File: src/rtl/fruit_trajectory_ctrl.sv
// Per-fruit motion controller: launches a sprite from the floor, flies it on a ballistic arc, handles slice/miss.
// Defining FRUIT_STATS_EN adds saturating slice_count/miss_count outputs.
module fruit_trajectory_ctrl #(
  parameter int          SCREEN_W       = 640,
  parameter int          SCREEN_H       = 480,
  parameter int          SPRITE_SIZE    = 50,
  parameter int          LAUNCH_VY      = 18,
  parameter int          GRAVITY        = 1,
  parameter int          VX_MAG         = 3,
  parameter int          RESPAWN_FRAMES = 60,
  parameter logic [15:0] LFSR_SEED      = 16'hACE1
) (
  input  logic       clk,
  input  logic       resetn,
  input  logic       enable,
  input  logic       frame_tick,
  input  logic       sliced,
  output logic [9:0] x_pos,
  output logic [8:0] y_pos,
  output logic       visible,
  output logic       missed
`ifdef FRUIT_STATS_EN
  ,
  output logic [7:0] slice_count,
  output logic [7:0] miss_count
`endif
);

  localparam logic        [9:0]  X_MAX_U     = 10'(SCREEN_W - SPRITE_SIZE);
  localparam logic        [9:0]  X_HALF_U    = 10'(SCREEN_W / 2);
  localparam logic        [8:0]  Y_FLOOR_U   = 9'(SCREEN_H - SPRITE_SIZE);
  localparam logic signed [10:0] X_MAX_S     = 11'(SCREEN_W - SPRITE_SIZE);
  localparam logic signed [10:0] Y_FLOOR_S   = 11'(SCREEN_H - SPRITE_SIZE);
  localparam logic signed [10:0] LAUNCH_VY_S = 11'(LAUNCH_VY);
  localparam logic signed [10:0] GRAV_S      = 11'(GRAVITY);
  localparam logic signed [10:0] VX_S        = 11'(VX_MAG);
  localparam logic signed [10:0] ZERO_S      = 11'sd0;
  localparam logic        [7:0]  CNT_LAST    = 8'(RESPAWN_FRAMES - 1);

  typedef enum logic [1:0] {ST_IDLE, ST_WAIT, ST_FLYING, ST_SLICED} state_t;

  state_t                state_q;
  logic [15:0]           lfsr_q, lfsr_d;
  logic [9:0]            x_q, x_d, launch_x_d;
  logic [8:0]            y_q, y_d;
  logic signed [10:0]    vx_q, vx_d, vy_q, vy_n, launch_vx_d;
  logic signed [10:0]    x_n, y_n;
  logic [7:0]            cnt_q;
  logic                  vis_q, missed_q, land;

  // Sprite cannot rise above the top edge; vy keeps integrating regardless.
  function automatic logic [8:0] clamp_top(input logic signed [10:0] v);
    return (v < ZERO_S) ? 9'd0 : 9'(v);
  endfunction

  always_comb begin
    lfsr_d      = {lfsr_q[14:0], lfsr_q[15] ^ lfsr_q[13] ^ lfsr_q[12] ^ lfsr_q[10]};
    // Values past the right edge fold back by 512 so every launch lands on-screen.
    launch_x_d  = (lfsr_q[9:0] > X_MAX_U) ? (lfsr_q[9:0] - 10'd512) : lfsr_q[9:0];
    launch_vx_d = (launch_x_d < X_HALF_U) ? VX_S : -VX_S;
    x_n         = $signed({1'b0, x_q}) + vx_q;
    y_n         = $signed({2'b00, y_q}) + vy_q;
    vy_n        = vy_q + GRAV_S;
    land        = (vy_q > ZERO_S) && (y_n >= Y_FLOOR_S);
    y_d         = clamp_top(y_n);
    x_d         = 10'(x_n);
    vx_d        = vx_q;
    if (x_n < ZERO_S) begin
      x_d  = 10'd0;
      vx_d = -vx_q;
    end else if (x_n > X_MAX_S) begin
      x_d  = X_MAX_U;
      vx_d = -vx_q;
    end
  end

  always_ff @(posedge clk) begin
    if (!resetn) begin
      state_q  <= ST_IDLE;
      lfsr_q   <= LFSR_SEED;
      x_q      <= 10'd0;
      y_q      <= Y_FLOOR_U;
      vx_q     <= ZERO_S;
      vy_q     <= ZERO_S;
      cnt_q    <= 8'd0;
      vis_q    <= 1'b0;
      missed_q <= 1'b0;
    end else begin
      lfsr_q   <= lfsr_d;
      missed_q <= 1'b0;
      if (enable) begin
        case (state_q)
          ST_IDLE: begin
            state_q <= ST_WAIT;
            cnt_q   <= 8'd0;
          end
          ST_WAIT: begin
            if (frame_tick) begin
              if (cnt_q == CNT_LAST) begin
                state_q <= ST_FLYING;
                x_q     <= launch_x_d;
                y_q     <= Y_FLOOR_U;
                vx_q    <= launch_vx_d;
                vy_q    <= -LAUNCH_VY_S;
                vis_q   <= 1'b1;
              end else begin
                cnt_q <= cnt_q + 8'd1;
              end
            end
          end
          ST_FLYING: begin
            // A slice takes priority over a coincident frame tick: no motion that cycle.
            if (sliced) begin
              state_q <= ST_SLICED;
              vx_q    <= ZERO_S;
              if (vy_q < ZERO_S) vy_q <= ZERO_S;
            end else if (frame_tick) begin
              x_q  <= x_d;
              vx_q <= vx_d;
              vy_q <= vy_n;
              if (land) begin
                y_q      <= Y_FLOOR_U;
                vis_q    <= 1'b0;
                missed_q <= 1'b1;
                state_q  <= ST_WAIT;
                cnt_q    <= 8'd0;
              end else begin
                y_q <= y_d;
              end
            end
          end
          ST_SLICED: begin
            if (frame_tick) begin
              vy_q <= vy_n;
              if (land) begin
                y_q     <= Y_FLOOR_U;
                vis_q   <= 1'b0;
                state_q <= ST_WAIT;
                cnt_q   <= 8'd0;
              end else begin
                y_q <= y_d;
              end
            end
          end
          default: state_q <= ST_IDLE;
        endcase
      end
    end
  end

  assign x_pos   = x_q;
  assign y_pos   = y_q;
  assign visible = vis_q;
  assign missed  = missed_q;

`ifdef FRUIT_STATS_EN
  logic [7:0] slice_cnt_q, miss_cnt_q;

  function automatic logic [7:0] sat_inc8(input logic [7:0] v);
    return (v == 8'hFF) ? v : v + 8'd1;
  endfunction

  always_ff @(posedge clk) begin
    if (!resetn) begin
      slice_cnt_q <= 8'd0;
      miss_cnt_q  <= 8'd0;
    end else if (enable && (state_q == ST_FLYING)) begin
      if (sliced) begin
        slice_cnt_q <= sat_inc8(slice_cnt_q);
      end else if (frame_tick && land) begin
        miss_cnt_q <= sat_inc8(miss_cnt_q);
      end
    end
  end

  assign slice_count = slice_cnt_q;
  assign miss_count  = miss_cnt_q;
`endif

endmodule

File: config.mk
export PLATFORM = sky130hd
export DESIGN_NAME = fruit_trajectory_ctrl
export DESIGN_NICKNAME = d
export VERILOG_FILES = /design/src/rtl/fruit_trajectory_ctrl.sv
export SDC_FILE = /design/constraint.sdc
export NUM_CORES = 1
export LEC_CHECK = 0
export CORE_ASPECT_RATIO = 2
export CORE_MARGIN = 4
export CORE_UTILIZATION = 39
export CTS_CLUSTER_DIAMETER = 40
export DETAILED_ROUTE_END_ITERATION = 8
export PLACE_DENSITY_LB_ADDON = 0.1
export SLEW_MARGIN = 20
export SYNTH_ARGS = -nofsm -noshare
export SYNTH_HDL_FRONTEND = slang
export SYNTH_SLANG_ARGS = --single-unit
export TNS_END_PERCENT = 20
File: constraint.sdc
create_clock -name clk -period 6.7 [get_ports clk]
set_input_delay 1.675 -clock clk [delete_from_list [all_inputs] [get_ports clk]]
set_output_delay 1.675 -clock clk [all_outputs]
set_load 0.005 [all_outputs]
==> results.cfg <==
[pwr]
powerDensity_nw_per_um2 = 180
p_total_w = 0.000903
p_leak_nw = 1.96
vdd_drop_max_mv = 0.107

[placement]
place_hpwl_mm = 9.63
io_buffers = 25
place_ws_ns = 2.20
dp_cells = 678
placed_area_um2 = 4740
place.gp.congestion = 0.832

[clock_network]
clock_path_buffers = 2
clk-insertion-delay-late_ns = 0.34
cts_resized = 0
cts_root_buf = clkbuf_16
htreeDepth = 3
cts_hold_buffers = 0
post_cts_buffers = 0
clkSinkCount = 69
cts_tree = yes
numCtsBuffers = 9
clk_pin_slew_ns = 0.06

[worst_setup_path]
cp-startpoint = frame_tick
worst-path-max-fanout = 17
cp-start-kind = input pin
cp_data_required_time_ns = 6.97
crit_type = input pin to flop
reg2reg_from = vx_q[0]
critPathArrivalTime_ns = 4.46
end_kind = flop

[timing]
setup-violations-final = 0
min_period_ns = 4.19
fmaxAchievable_mhz = 239
maxSlewViolCount = 0
layout_setup_ws_ns = 2.51
clock_skew_ns = 0.00658
slew_headroom = 0.443
tightest_slew_ns = 0.822
hold_viol = 0
fin_crit_sh = 0.625
rsz0062_at_grt = no
tns_ns = 0

[logic_synthesis]
synth_cell_type_count = 75
synth-seq-cells = 69
synth_nets = 563
netlist_area_um2 = 4400
seq_area_frac_synth = 0.314
synth-main-ff-cell = dfxtp_1
ys_warn_count = 0
synth_edf_count = 0
synth.avg_cell_area_um2 = 8.26
synthArstFlopShare = 0
postSynthCellCount = 533

[detailed_routing]
wl_mm = 12.4
firstDrtPassIters = 5
drtIter0Drc = 239
wl_per_cell_um = 17.9
routed_via_density = 5.80
drtAntennaViolNets = 0
via_count = 4026
drc_errors = 0

[floorplan]
rows = 54
start_util = 0.400
die_w_um = 83.1
core_area_um2 = 11000
ios = 26
die_h_um = 158
die_area_um2 = 13200

[min_path]
min_path_type = flop to flop
min-delay-start = lfsr_q[14]

[finish]
layout_common_cells = 69 x dfxtp_1, 42 x nand2_1, 40 x nor2_1
fill_cells = 1133
final_nets = 579
design_area_um2 = 5010
n_antenna_cell = 0
area_growth_pct = 13.9
instances_no_fill = 694
drive_above_1_share = 0.0704
layout_commonest_cell = dfxtp_1

[global_routing]
antenna_found_initial = 0
grt_pass1_vias = 4082
overflow = 0
grt.total_usage = 0.196
grt_pass1_wl_mm = 20.5
grt_max_degree = 64

[run]
maxCapViolations = 0

[run_status]
outcome = complete, no violations
-- final cells by class --
cell class / instances / area (µm²) / area share
Clock buffer: 9 / 225 / 0.0449
Sequential cell: 69 / 1380 / 0.276
Clock inverter: 7 / 51.3 / 0.0102
Inverter: 17 / 63.8 / 0.0127
Multi-Input combinational cell: 425 / 2860 / 0.570
Tap cell: 140 / 175 / 0.0349
Timing Repair Buffer: 27 / 260 / 0.0519
-- sequential cells by signal, indices dropped and copies added, names as in the netlist --
name	count
state_q	2
y_pos	9
lfsr_q	16
x_pos	10
vy_q	11
vx_q	11
missed	1
visible	1
cnt_q	8
-- report_power, final --
| group | switching, W | total (W) | leakage [nW] | internal, W |
|---|---|---|---|---|
| clock network | 0.000189 | 0.000440 | 0.120 | 0.000251 |
| registers | 0.00000600 | 0.000425 | 0.561 | 0.000419 |
| logic | 0.0000243 | 0.0000385 | 1.28 | 0.0000142 |
-- Yosys cell counts (4+ instances only) --
library cell  number  area [µm²]
dfxtp_1           69        1380
nand2_1           42         158
nor2_1            40         150
a21oi_1           32         160
o21ai_0           32         160
nand3_1           26         130
ha_1              23         288
nand2b_1          18         113
o21ai_1           18        90.1
clkbuf_1          17        63.8
inv_1             16        60.1
nor2b_1           12        75.1
nor3_1            12        60.1
and2_1            11        68.8
a21o_1             9        67.6
xor2_1             9        78.8
nand4_1            8        50.1
and3_1             7        43.8
xnor2_1            7        61.3
a211oi_1           6        45.0
o2111ai_1          6        52.6
or3_1              6        37.5
a21boi_1           5        37.5
a22oi_1            5        37.5
a41oi_1            5        43.8
o21a_1             5        37.5
a31oi_1            4        25.0
o211a_1            4        40.0
o211ai_1           4        30.0
o31ai_1            4        30.0
-- cells by family (layout without fill, tap and decap cells) --
family,count (synthesis),in the layout,synth area share
adders and majority gates,25,25,0.0745
muxes,2,2,0.00455
xor gates and xnor gates,16,16,0.0318
AOI/OAI and AO/OA,179,179,0.294
and+or+nand+nor,203,203,0.244
buffers and inverters,39,60,0.0375
DFF,69,69,0.314
-- final timing paths --
check	slack, ns	cells after the start	end
max	2.51	8	cnt_q[5]
min	0.41	1	lfsr_q[15]
max reg2reg	3.40	10	vx_q[4]
min reg2reg	0.41	1	lfsr_q[15]
-- per-layer routing --
layer,routed length (µm),GRT usage
met1,4510,0.188
met2,7080,0.396
met3,278,0.0276
met4,522,0.101
met5,0,0
-- per-stage QoR --
step | hold WS [ns] | utilization
final | 0.415 | 0.455
after global routing | 0.458 | 0.455
after global placement | 0.396 | 0.430
after floorplan | 0.386 | -
after detailed placement | 0.399 | 0.430
after CTS | 0.418 | 0.455
-- worst max-delay path: stages --
cell	delay [ns]
clkdlybuf4s50_1	0.90
o21ai_1	0.19
a211o_1	0.34
nand4bb_1	0.25
a2111oi_4	0.27
nor2_2	0.18
or4_1	0.52
a21oi_1	0.14
(Power assumes the default switching activity.)
